===== src/rtl/cla_result_accumulator_if.sv =====
// Handshake bundle between the CLA result producer, the accumulator and the
// frame receiver. The accumulator attaches through the slave modport; the
// producer/receiver side uses the master modport.
interface cla_result_accumulator_if #(
    parameter int ACC_WIDTH   = 8,
    parameter int NUM_SAMPLES = 8
);
    localparam int CNT_WIDTH = $clog2(NUM_SAMPLES) + 1;

    logic                 i_clear;
    logic [4:0]           i_result;
    logic                 i_result_valid;
    logic                 o_result_ready;
    logic [ACC_WIDTH-1:0] o_sum;
    logic                 o_overflow;
    logic [CNT_WIDTH-1:0] o_count;
    logic                 o_sum_valid;
    logic                 i_sum_ready;

    modport slave (
        input  i_clear,
        input  i_result,
        input  i_result_valid,
        output o_result_ready,
        output o_sum,
        output o_overflow,
        output o_count,
        output o_sum_valid,
        input  i_sum_ready
    );

    modport master (
        output i_clear,
        output i_result,
        output i_result_valid,
        input  o_result_ready,
        input  o_sum,
        input  o_overflow,
        input  o_count,
        input  o_sum_valid,
        output i_sum_ready
    );
endinterface


===== src/rtl/cla_result_accumulator.sv =====
// Sums NUM_SAMPLES unsigned 5-bit CLA results per frame into an ACC_WIDTH
// accumulator that wraps, with a sticky wrap flag. A finished frame is held
// on the outputs until the receiver takes it; i_clear aborts a frame.
module cla_result_accumulator #(
    parameter int NUM_SAMPLES = 8,
    parameter int ACC_WIDTH   = 8
) (
    input logic                     i_clk,
    input logic                     i_rst,
    cla_result_accumulator_if.slave bus
);
    localparam int CNT_WIDTH = $clog2(NUM_SAMPLES) + 1;
    localparam logic [CNT_WIDTH-1:0] LAST_CNT = CNT_WIDTH'(NUM_SAMPLES - 1);

    typedef enum logic {
        S_ACCUM  = 1'b0,
        S_OUTPUT = 1'b1
    } state_t;

    state_t               state_q, state_d;
    logic [ACC_WIDTH-1:0] acc_q, acc_d;
    logic                 ovf_q, ovf_d;
    logic [CNT_WIDTH-1:0] cnt_q, cnt_d;
    logic                 ready;
    logic                 accept;
    logic [ACC_WIDTH:0]   sum_ext;

    // Wrapping add; the extra top bit is the carry out of the accumulator.
    function automatic logic [ACC_WIDTH:0] acc_add(
        input logic [ACC_WIDTH-1:0] acc,
        input logic [4:0]           res
    );
        return {1'b0, acc} + {{(ACC_WIDTH-4){1'b0}}, res};
    endfunction

    assign ready   = (state_q == S_ACCUM) & ~bus.i_clear;
    assign accept  = bus.i_result_valid & ready;
    assign sum_ext = acc_add(acc_q, bus.i_result);

    // Next-state: clear beats everything, then accumulate or hand off the frame.
    always_comb begin
        state_d = state_q;
        acc_d   = acc_q;
        ovf_d   = ovf_q;
        cnt_d   = cnt_q;
        if (bus.i_clear) begin
            state_d = S_ACCUM;
            acc_d   = '0;
            ovf_d   = 1'b0;
            cnt_d   = '0;
        end else begin
            case (state_q)
                S_ACCUM: begin
                    if (accept) begin
                        acc_d = sum_ext[ACC_WIDTH-1:0];
                        ovf_d = ovf_q | sum_ext[ACC_WIDTH];
                        cnt_d = cnt_q + 1'b1;
                        if (cnt_q == LAST_CNT) begin
                            state_d = S_OUTPUT;
                        end
                    end
                end
                S_OUTPUT: begin
                    if (bus.i_sum_ready) begin
                        state_d = S_ACCUM;
                        acc_d   = '0;
                        ovf_d   = 1'b0;
                        cnt_d   = '0;
                    end
                end
                default: state_d = S_ACCUM;
            endcase
        end
    end

    // State and frame registers; reset drops any pending frame immediately.
    always_ff @(posedge i_clk or posedge i_rst) begin
        if (i_rst) begin
            state_q <= S_ACCUM;
            acc_q   <= '0;
            ovf_q   <= 1'b0;
            cnt_q   <= '0;
        end else begin
            state_q <= state_d;
            acc_q   <= acc_d;
            ovf_q   <= ovf_d;
            cnt_q   <= cnt_d;
        end
    end

    assign bus.o_result_ready = ready;
    assign bus.o_sum          = acc_q;
    assign bus.o_overflow     = ovf_q;
    assign bus.o_count        = cnt_q;
    assign bus.o_sum_valid    = (state_q == S_OUTPUT);
endmodule


===== src/flat_wrapper.sv =====
// flat-port wrapper written by rule: the top's interface ports become plain ports
module cla_result_accumulator_flat 
#(
    parameter int NUM_SAMPLES = 8,
    parameter int ACC_WIDTH   = 8
)
  (i_clk, i_rst, bus_i_clear, bus_i_result, bus_i_result_valid, bus_o_result_ready, bus_o_sum, bus_o_overflow, bus_o_count, bus_o_sum_valid, bus_i_sum_ready);
  cla_result_accumulator_if #(.ACC_WIDTH(ACC_WIDTH), .NUM_SAMPLES(NUM_SAMPLES)) bus_i ();
  input logic i_clk;
  input logic i_rst;
  input wire logic [$bits(bus_i.i_clear)-1:0] bus_i_clear;
  input wire logic [$bits(bus_i.i_result)-1:0] bus_i_result;
  input wire logic [$bits(bus_i.i_result_valid)-1:0] bus_i_result_valid;
  output wire logic [$bits(bus_i.o_result_ready)-1:0] bus_o_result_ready;
  output wire logic [$bits(bus_i.o_sum)-1:0] bus_o_sum;
  output wire logic [$bits(bus_i.o_overflow)-1:0] bus_o_overflow;
  output wire logic [$bits(bus_i.o_count)-1:0] bus_o_count;
  output wire logic [$bits(bus_i.o_sum_valid)-1:0] bus_o_sum_valid;
  input wire logic [$bits(bus_i.i_sum_ready)-1:0] bus_i_sum_ready;
  assign bus_i.i_clear = bus_i_clear;
  assign bus_i.i_result = bus_i_result;
  assign bus_i.i_result_valid = bus_i_result_valid;
  assign bus_o_result_ready = bus_i.o_result_ready;
  assign bus_o_sum = bus_i.o_sum;
  assign bus_o_overflow = bus_i.o_overflow;
  assign bus_o_count = bus_i.o_count;
  assign bus_o_sum_valid = bus_i.o_sum_valid;
  assign bus_i.i_sum_ready = bus_i_sum_ready;
  cla_result_accumulator #(.NUM_SAMPLES(NUM_SAMPLES), .ACC_WIDTH(ACC_WIDTH)) u_core (.i_clk(i_clk), .i_rst(i_rst), .bus(bus_i));
endmodule

===== config.mk =====
export PLATFORM = sky130hd
export DESIGN_NAME = cla_result_accumulator_flat
export DESIGN_NICKNAME = d
export VERILOG_FILES = /design/src/rtl/cla_result_accumulator_if.sv /design/src/rtl/cla_result_accumulator.sv /design/src/flat_wrapper.sv
export SDC_FILE = /design/constraint.sdc
export NUM_CORES = 1
export LEC_CHECK = 0
export ABC_CLOCK_PERIOD_IN_PS = 1700
export CAP_MARGIN = 10
export CELL_PAD_IN_SITES_DETAIL_PLACEMENT = 0
export CELL_PAD_IN_SITES_GLOBAL_PLACEMENT = 2
export CORE_MARGIN = 2
export CORE_UTILIZATION = 25
export CTS_CLUSTER_SIZE = 20
export DETAILED_ROUTE_END_ITERATION = 12
export GPL_ROUTABILITY_DRIVEN = 0
export GPL_TIMING_DRIVEN = 0
export PLACE_DENSITY = 0.83
export SYNTH_ARGS = -nofsm -noshare
export SYNTH_HDL_FRONTEND = slang
export SYNTH_SLANG_ARGS = --single-unit

===== constraint.sdc =====
create_clock -name i_clk -period 1.7 [get_ports i_clk]
set_input_delay 0.255 -clock i_clk [delete_from_list [all_inputs] [get_ports i_clk]]
set_output_delay 0.255 -clock i_clk [all_outputs]
set_load 0.02 [all_outputs]

==> metrics.md <==
| Metric | Value |
|---|---|
| Min Tclk post-route | `1740 ps` |
| Post-synth EDFFs | `0` |
| Crit Reg-Reg Startpoint | `u_core.bus.o_sum[2]` |
| Clock skew | `~3.3 ps` |
| Num CTS Buffers | `3` |
| Netlist Area Pre-Place | `807 sq um` |
| PortBufs | `24` |
| Top-count cell post-synth | `dfrtp_1` |
| CP endpoint kind | `flop` |
| Synth warn | `0` |
| Most common flop cell mapped by yosys | `dfrtp_1` |
| Fin nets | `approximately 130` |
| Layout area overhead | `51.9%` |
| Sequential fraction of the synthesis area | `43.4%` |
| CORE AREA | `0.00305 sq mm` |
| Crit start category | `flop` |
| RSZ-0062 raised after global routing | `true` |
| #FFs+latches synth | `14` |
| CTS Sinks | `14` |
| DRT Wirelength | `1920 microns` |
| IO Pins | `25` |
| Row count | `20` |
| DRT Pass-1 Iters | `4` |
| Worst vdd ir | `0.000279 V` |
| DRC violation count after routing | `0` |
| Syn Inst Count | `77` |
| Clock Tree Buf Depth | `2` |
| Number of max-cap violations | `0` |
| Number of global-route vias before repair | `730` |
| Area of the multi-input gates | `513 sq um` |
| Worst skew pair latency | `280 ps` |
| CP required | `1920 ps` |
| Hold Violations, Final | `0` |
| Clock root cell | `clkbuf_4` |
| Part of the cycle the worst path needs | `103%` |
| Synth async-reset ratio | `100%` |
| Unique masters post-synth | `31` |
| Post-DP HPWL | `1460 microns` |
| Commonest cells post-synth | `dfrtp_1 (14), nand2_1 (8), a21oi_1 (6), ha_1 (6)` |
| Antenna cells | `0` |
| Post-synth top area cell | `dfrtp_1` |
| Via density | `4.87` |
| Worst Setup Path Type | `reg -> reg` |
| Final Power | `0.901 mW` |
| Sequential cell area | `354 sq um` |
| Setup slack, reg-to-reg | `-40 ps` |
| Drt wl/cell | `12.7 microns` |
| Syn nets | `94` |
| Least-Margin Pin Slew | `~560 ps` |
| Final Worst Setup Slack | `-43.0 ps` |
| Crit. Startpoint | `u_core.bus.o_sum[2]` |
| Share of the synthesized area in the top cell type | `between 40% and 50%` |
| Synth area leaders | `dfrtp_1 (43%), ha_1 (9.3%), a22o_1 (5.4%)` |
| Max frequency | `574 MHz` |
| DR iter-0 viols | `26` |
| CTS HTree Levels | `1` |
| First-pass GRT wire length | `~3200 microns` |
| Fin cells | `approximately 150` |
| Max-slew headroom | `62.3%` |
| Failing checks | `negative setup slack` |
| Avg Cell Area, Syn | `10.5 sq um` |
| Antenna-violating nets left | `0` |
| GRT overflow | `0` |
| Final slew viol count | `0` |
| Vias | `~740` |
| Crit path max fanout | `4` |
| Die height | `60.8 microns` |
| CTS tree | `yes` |
| HP Class | `in -> async` |
| WP data arrival | `between 1500 and 2000 ps` |
| Largest net degree at the start of global routing | `15` |
| Initial Util | `26.4%` |
| Filler cells | `between 300 and 400` |
| Antenna violations before repair | `0` |
| GRT Util Overall | `11.4%` |
| CTS clk-pin slew, worst paths | `90 ps` |
| Layout cell share with drive strength beyond 1 | `21.5%` |
| Placed Cells | `approximately 150` |
| Final setup viols | `2` |
| Status | `finished, violations left` |
| Leak | `0.532 nW` |
| Die ar. | `0.00370 sq mm` |
| Die X | `between 60 and 70 microns` |
| P per Cell Area | `735 mW/mm^2` |
[kinds of logic after synthesis]
kind of cell | synth area share [%]
XOR/XNOR | 3.26
adder cells (fa/ha/maj) | 11.8
flip-flops | 43.4
AO/OA/AOI/OAI | 21.7
buffers and inverters | 1.55
multiplexers | 3.88
AND/OR/NAND/NOR | 14.4
[through the flow]
stage               instance area, sq um  hold slack [ps]  setup WS, ps  TNS (ps)  util (%)
floorplan                            870              144         -30.5     -43.5         -
global placement                    1160              537          -438     -1710      38.2
detailed placement                  1160              541          -465     -1820      38.2
CTS                                 1220              332         -47.4     -55.2      39.9
global route                        1230              381          -101      -303      40.2
finish                              1230              313         -43.0     -45.7      40.2
[critical path, stage by stage, from the launching register on]
cell,delay (ps)
dfrtp_2,440
ha_4,290
a21o_1,160
a311oi_2,110
or4_1,540
a21oi_1,130
[final cells by class]
type,instances,area share (%)
tap,44,4.49
sequential,14,28.9
buffer,1,0.408
inverter,2,0.612
timing repair buffer,26,20.8
clock buffer,4,2.96
multi-input combinational,60,41.8
[worst paths after layout]
check                      depth (start not counted)                     to
max                                                5    u_core.bus.o_sum[6]
min                                                2  u_core.bus.o_count[1]
max reg2reg                                        5    u_core.bus.o_sum[6]
min reg2reg                                        2    u_core.bus.o_sum[4]
max in group asynchronous                          2    u_core.bus.o_sum[4]
min in group i_clk                                 3    u_core.bus.o_sum[0]
[cells in the final DEF, fill, tap and decap left out, types with 2 or more instances in the layout]
master           count
clkdlybuf4s50_1     21
dfrtp_1             11
nand2_1              8
a21oi_1              6
nor2_1               5
a22o_1               5
ha_4                 3
ha_1                 3
clkbuf_4             3
dfrtp_2              3
nand2b_1             2
a21o_1               2
a211oi_2             2
mux2i_1              2
xor2_1               2
inv_1                2
dlygate4sd2_1        2
buf_4                2
[layer usage]
metal | GRT usage, % | routed length (microns) | share of wire [%]
met1 | 14.4 | 875 | 46
met2 | 19.2 | 940 | 49
met3 | 1.92 | 79 | 4.1
met4 | 4.66 | 22 | 1.1
met5 | 0 | 0 | 0
[sequential cells by signal, summed over array words and instances (netlist names)]
signal                  flops
u_core.bus.o_sum_valid      1
u_core.bus.o_sum            8
u_core.bus.o_count          4
u_core.bus.o_overflow       1
[power by group]
part / internal [mW] / leakage [nW] / switching, mW
combinational: 0.140 / 0.325 / 0.131
clock: 0.130 / 0.0210 / 0.118
sequential: 0.355 / 0.186 / 0.0266
[repair_timing]
| item | in CTS | in global routing |
|---|---|---|
| endpoints found under the setup margin | 4 | 6 |
| hold buffers | 0 | 0 |
| buffers inserted | 2 | 0 |
| pin swaps | 3 | 0 |
| resized for setup | 3 | 2 |
No activity file was read; power rests on OpenSTA's default activity.
